<file path="config.mk">
export PLATFORM = sky130hd
export DESIGN_NAME = mem_to_uart_tx
export DESIGN_NICKNAME = d
export VERILOG_FILES = /design/src/rtl/mem_to_uart_tx_pkg.sv /design/src/rtl/mem_to_uart_tx_timer.sv /design/src/rtl/mem_to_uart_tx.sv
export SDC_FILE = /design/constraint.sdc
export NUM_CORES = 1
export LEC_CHECK = 0
export ABC_AREA = 1
export ABC_CLOCK_PERIOD_IN_PS = 6050
export BUFFER_PORTS_ARGS = -buffer_cell sky130_fd_sc_hd__buf_2
export CAP_MARGIN = 40
export CELL_PAD_IN_SITES_DETAIL_PLACEMENT = 0
export CELL_PAD_IN_SITES_GLOBAL_PLACEMENT = 1
export CORE_MARGIN = 2
export CORE_UTILIZATION = 25
export DETAILED_ROUTE_END_ITERATION = 6
export GPL_ROUTABILITY_DRIVEN = 0
export GPL_TIMING_DRIVEN = 0
export PLACE_DENSITY = 0.62
export SLEW_MARGIN = 10
export SYNTH_ARGS = -nofsm -noshare
export SYNTH_HDL_FRONTEND = slang
export SYNTH_HIERARCHICAL = 1
export SYNTH_SLANG_ARGS = --single-unit
</file>
<file path="constraint.sdc">
create_clock -name clk -period 6.05 [get_ports clk]
set_clock_uncertainty 0.15 [all_clocks]
set_input_delay 0.605 -clock clk [delete_from_list [all_inputs] [get_ports clk]]
set_output_delay 0.605 -clock clk [all_outputs]
set_load 0.02 [all_outputs]
</file>
<file path="src/rtl/mem_to_uart_tx_pkg.sv">
// Shared 8N1 UART frame constants, baud helper and TX FSM state encoding.
// The matching receiver imports the same package.
package mem_to_uart_tx_pkg;

    localparam int   DATA_BITS  = 8;
    localparam int   BIT_CNT_W  = $clog2(DATA_BITS);
    localparam logic IDLE_LEVEL = 1'b1;
    localparam int   CLK_HZ     = 100_000_000;

    // Rounded clk cycles per bit for a given baud rate
    function automatic int clks_per_bit(input int clk_hz, input int baud);
        return (clk_hz + baud / 2) / baud;
    endfunction

    typedef enum logic [2:0] {
        S_IDLE  = 3'd0,
        S_FETCH = 3'd1,
        S_WAIT  = 3'd2,
        S_START = 3'd3,
        S_DATA  = 3'd4,
        S_STOP  = 3'd5,
        S_DONE  = 3'd6
    } tx_state_e;

endpackage

</file>
<file path="src/rtl/mem_to_uart_tx_timer.sv">
// UART bit timer: bit_done pulses every CLKS_PER_BIT cycles; restart
// reloads the count so every bit period is measured from state entry.
module uart_bit_timer #(
    parameter int CLKS_PER_BIT = 10417
) (
    input  logic clk,
    input  logic rst,
    input  logic restart,
    output logic bit_done
);

    localparam int CNT_W = $clog2(CLKS_PER_BIT);

    logic [CNT_W-1:0] cnt;

    assign bit_done = (cnt == CNT_W'(CLKS_PER_BIT - 1));

    always_ff @(posedge clk or posedge rst) begin
        if (rst)
            cnt <= '0;
        else if (restart || bit_done)
            cnt <= '0;
        else
            cnt <= cnt + 1'b1;
    end

endmodule

</file>
<file path="src/rtl/mem_to_uart_tx.sv">
// Streams a ROWS x COLS byte matrix from synchronous-read memory out over
// an 8N1 UART line, row-major, one frame per element.
module mem_to_uart_tx
    import mem_to_uart_tx_pkg::*;
#(
    parameter int CLKS_PER_BIT = 10417,
    parameter int ROWS         = 2,
    parameter int COLS         = 2,
    parameter int ADDR_W       = 6
) (
    input  logic              clk,
    input  logic              rst,
    input  logic              start,
    output logic              mem_rd_en,
    output logic [ADDR_W-1:0] mem_rd_addr,
    input  logic [7:0]        mem_rd_data,
    output logic              tx,
    output logic              busy,
    output logic              done
);

    localparam logic [ADDR_W-1:0]    LAST_IDX = ADDR_W'(ROWS * COLS - 1);
    localparam logic [BIT_CNT_W-1:0] LAST_BIT = BIT_CNT_W'(DATA_BITS - 1);

    tx_state_e             state_q, state_d;
    logic [ADDR_W-1:0]     index;
    logic [DATA_BITS-1:0]  shreg;
    logic [BIT_CNT_W-1:0]  bit_cnt;
    logic                  bit_done;
    logic                  timer_restart;

    // Any state change restarts the timer, so each bit starts at count 0
    assign timer_restart = (state_d != state_q);

    uart_bit_timer #(.CLKS_PER_BIT(CLKS_PER_BIT)) u_bit_timer (
        .clk      (clk),
        .rst      (rst),
        .restart  (timer_restart),
        .bit_done (bit_done)
    );

    always_ff @(posedge clk or posedge rst) begin
        if (rst)
            state_q <= S_IDLE;
        else
            state_q <= state_d;
    end

    always_comb begin
        state_d = state_q;
        case (state_q)
            S_IDLE:  if (start) state_d = S_FETCH;
            S_FETCH: state_d = S_WAIT;
            S_WAIT:  state_d = S_START;
            S_START: if (bit_done) state_d = S_DATA;
            S_DATA:  if (bit_done && bit_cnt == LAST_BIT) state_d = S_STOP;
            S_STOP:  if (bit_done) state_d = (index == LAST_IDX) ? S_DONE : S_FETCH;
            S_DONE:  state_d = S_IDLE;
            default: state_d = S_IDLE;
        endcase
    end

    always_comb begin
        mem_rd_en   = 1'b0;
        mem_rd_addr = '0;
        busy        = (state_q != S_IDLE);
        done        = (state_q == S_DONE);
        if (state_q == S_FETCH) begin
            mem_rd_en   = 1'b1;
            mem_rd_addr = index;
        end
    end

    // tx is registered; each bit's level is loaded on the edge that enters it
    always_ff @(posedge clk or posedge rst) begin
        if (rst) begin
            index   <= '0;
            shreg   <= '0;
            bit_cnt <= '0;
            tx      <= IDLE_LEVEL;
        end else begin
            case (state_q)
                S_IDLE: if (start) index <= '0;
                S_WAIT: begin
                    shreg <= mem_rd_data;
                    tx    <= ~IDLE_LEVEL;
                end
                S_START: if (bit_done) begin
                    tx      <= shreg[0];
                    bit_cnt <= '0;
                end
                S_DATA: if (bit_done) begin
                    shreg <= shreg >> 1;
                    if (bit_cnt == LAST_BIT) begin
                        tx <= IDLE_LEVEL;
                    end else begin
                        tx      <= shreg[1];
                        bit_cnt <= bit_cnt + 1'b1;
                    end
                end
                S_STOP: if (bit_done && index != LAST_IDX) index <= index + 1'b1;
                default: ;
            endcase
        end
    end

endmodule

</file>
==> flow_summary.yaml <==
global_route:
  grt_pass1_wl_mm: 8.18
  antenna_found_initial: 0
  grt_pass1_vias: 1720
  grt_max_degree: 15
  track_usage: 0.105
  grt_overflow_total: 0
logic_synthesis:
  synth_seq_area_share: 0.405
  synth_compound_area_frac: 0.0768
  synth_top_family_by_area: "simple AND/OR/NAND/NOR gates"
  synth_adder_area_share: 0.0289
  synth_top_area_cell: "dfrtp_1"
  postSynthAreaPerCell_um2: 7.82
  yosysMostFrequentCell: "nand2_1"
  synth_top_area_share: 0.393
  synthArstFlopShare: 1.00
  synth-edff-count: 0
  syn_inst: 277
  synth_seq_cells: 35
  synth_xor_area_frac: 0.0324
  synth_cell_types: 34
  yosysWarningCount: 6
  synth_area_leaders: "dfrtp_1, nand2_1, nor2_1"
  synth_mux_area_frac: 0
  yosys.area_share.simple: 0.364
  syn-num-nets: 293
  syn_area_um2: 2170
  synth-main-ff-cell: "dfrtp_1"
  yosys-top-cells-count: "nand2_1, nor2_1, dfrtp_1, inv_1, nand3_1"
status:
  status: "finished clean"
drt:
  drc: 0
  final_antenna_net_count: 0
  drtPass1Iterations: 5
  viasPerCell: 4.30
  vias: 1767
  routedWlPerCell_um: 11.2
  drt-initial-drc-count: 59
  wl_mm: 4.61
clock_network:
  clkTransAtPathRegs_ns: 0.09
  clock_path_buffers: 2
  cts.sinks: 35
  htree_levels: 2
  post_cts_resized: 0
  cts_tree: "yes"
  ctsHoldBuffers: 0
  numCtsBuffers: 5
  clk_latency_ns: 0.30
  cts_root_buffer: "clkbuf_8"
  post_cts_buffers: 0
timing:
  worstMarginPinSlew_ns: 0.580
  whs_ns: 0.181
  max_slew_margin: 0.613
  max_freq_ghz: 0.346
  rsz0062_at_grt: "no"
  hold_viol_final: 0
  maxSlewViolCount: 0
  setup_violations: 0
  setup_tns_ns: 0
  period_needed_ns: 2.89
  layout_setup_ws_ns: 3.16
  fin_crit_sh: 0.478
die:
  fp.dieW_um: 97.1
  io_pins: 21
  die_area_um2: 9420
  fp.dieH_um: 97.1
  std_cell_rows: 33
  initial_core_util: 0.261
  core_area_um2: 8300
place:
  io_buffers: 20
  dpl.hpwl_mm: 3.46
  pre_cts_slack_ns: 3.18
  dpl-instance-area_um2: 2410
  dp.cells: 403
power_and_ir_drop:
  p_leak_nw: 1.26
  p_total_mw: 0.509
  vdd_drop_max_uv: 88.1
  power_density_nw_per_um2: 200
worst_hold_path:
  hold_path_class: "input pin to async pin"
setup_path:
  criticalPathCategory: "register to register"
  reg2reg_depth: 17
  required_ns: 6.12
  crit_path_start_kind: "register"
  end_kind: "register"
  path_max_fanout: 10
  crit_end: "u_bit_timer/cnt[11]"
  rr_startpoint: "u_bit_timer/cnt[0]"
  crit_start: "u_bit_timer/cnt[0]"
  r2r_end: "u_bit_timer/cnt[11]"
  worstPathArrival_ns: 2.97
  rrSetupSlack_ns: 3.16
final_layout:
  final_nets: 321
  antenna_cells: 0
  finish.utilization: 0.307
  final_area_um2: 2550
  fin_cells: 411
  drive_gt1_frac: 0.239
  areaGrowthSynthToFinish_pct: 17.7
flow_run:
  max-cap-violations: 0
## cell usage in the layout (no fill, tap or decap), types with 2 or more instances in the layout
cell,instances
buf_2,20
buf_6,3
buf_8,2
bufinv_16,2
clkbuf_8,5
dfrtp_1,34
ha_1,5
inv_1,32
inv_2,5
nand2_1,58
nand2_2,6
nand2_4,3
nand3_1,22
nand3_2,2
nand4_1,8
nor2_1,38
nor2_2,14
nor2_4,2
nor3_1,2
o211ai_1,6
o21ai_0,12
o21ai_1,3
xnor2_1,2
xor2_1,6
## layer usage
metal,wire [um],track usage,up-vias
met3,131,0.0237,3
met4,22,0.0293,0
met5,0,0,-
met1,2270,0.141,800
li1,-,-,942
met2,2190,0.171,22
## cells by family after synthesis
kind of cell / count (synthesis)
AO/OA/AOI/OAI: 26
XOR/XNOR: 8
adder cells (fa/ha/maj): 5
buffers and inverters: 43
flip-flops: 35
AND/OR/NAND/NOR: 160
## cell type report
type | instances | area (um^2)
plain buffers | 5 | 56.3
clock buffers | 5 | 68.8
clock inverters | 3 | 67.6
fillers | 905 | 5750
inverters | 38 | 145
multi-input cells | 199 | 1090
flip-flops and latches | 35 | 877
well taps | 105 | 131
repair buffers | 21 | 115
## sequential cells by signal, indices dropped and copies added, names as in the netlist
signal	count
bit_cnt	3
index	6
shreg	8
state_q	3
tx	1
u_bit_timer/cnt	14
## critical path, cell delays in order (launching register included)
cell and delay, ns:
dfrtp_1 0.45, inv_1 0.08, ha_1 0.13, inv_1 0.05, nor3_1 0.18, nand3_1 0.09
nor2_1 0.45, inv_1 0.15, o21ai_1 0.18, and2_1 0.16, nand2_2 0.06, nand2_1 0.05
nand2_1 0.05, inv_1 0.05, nand2_1 0.06, o21bai_4 0.20, buf_8 0.16, nor2_2 0.10
## worst min path at each step
stage	endpoint
6_report	shreg[5]
5_1_grt	state_q[1]
4_1_cts	state_q[1]
3_5_place_dp	bit_cnt[1]
3_3_place_gp	bit_cnt[2]
2_1_floorplan	bit_cnt[1]
## power by group
part | internal, mW | switching (mW)
combinational | 0.00456 | 0.00800
clock | 0.165 | 0.0950
sequential | 0.236 | 0.000865
total | 0.406 | 0.104
Note: power is estimated with default switching activity, not from simulation.
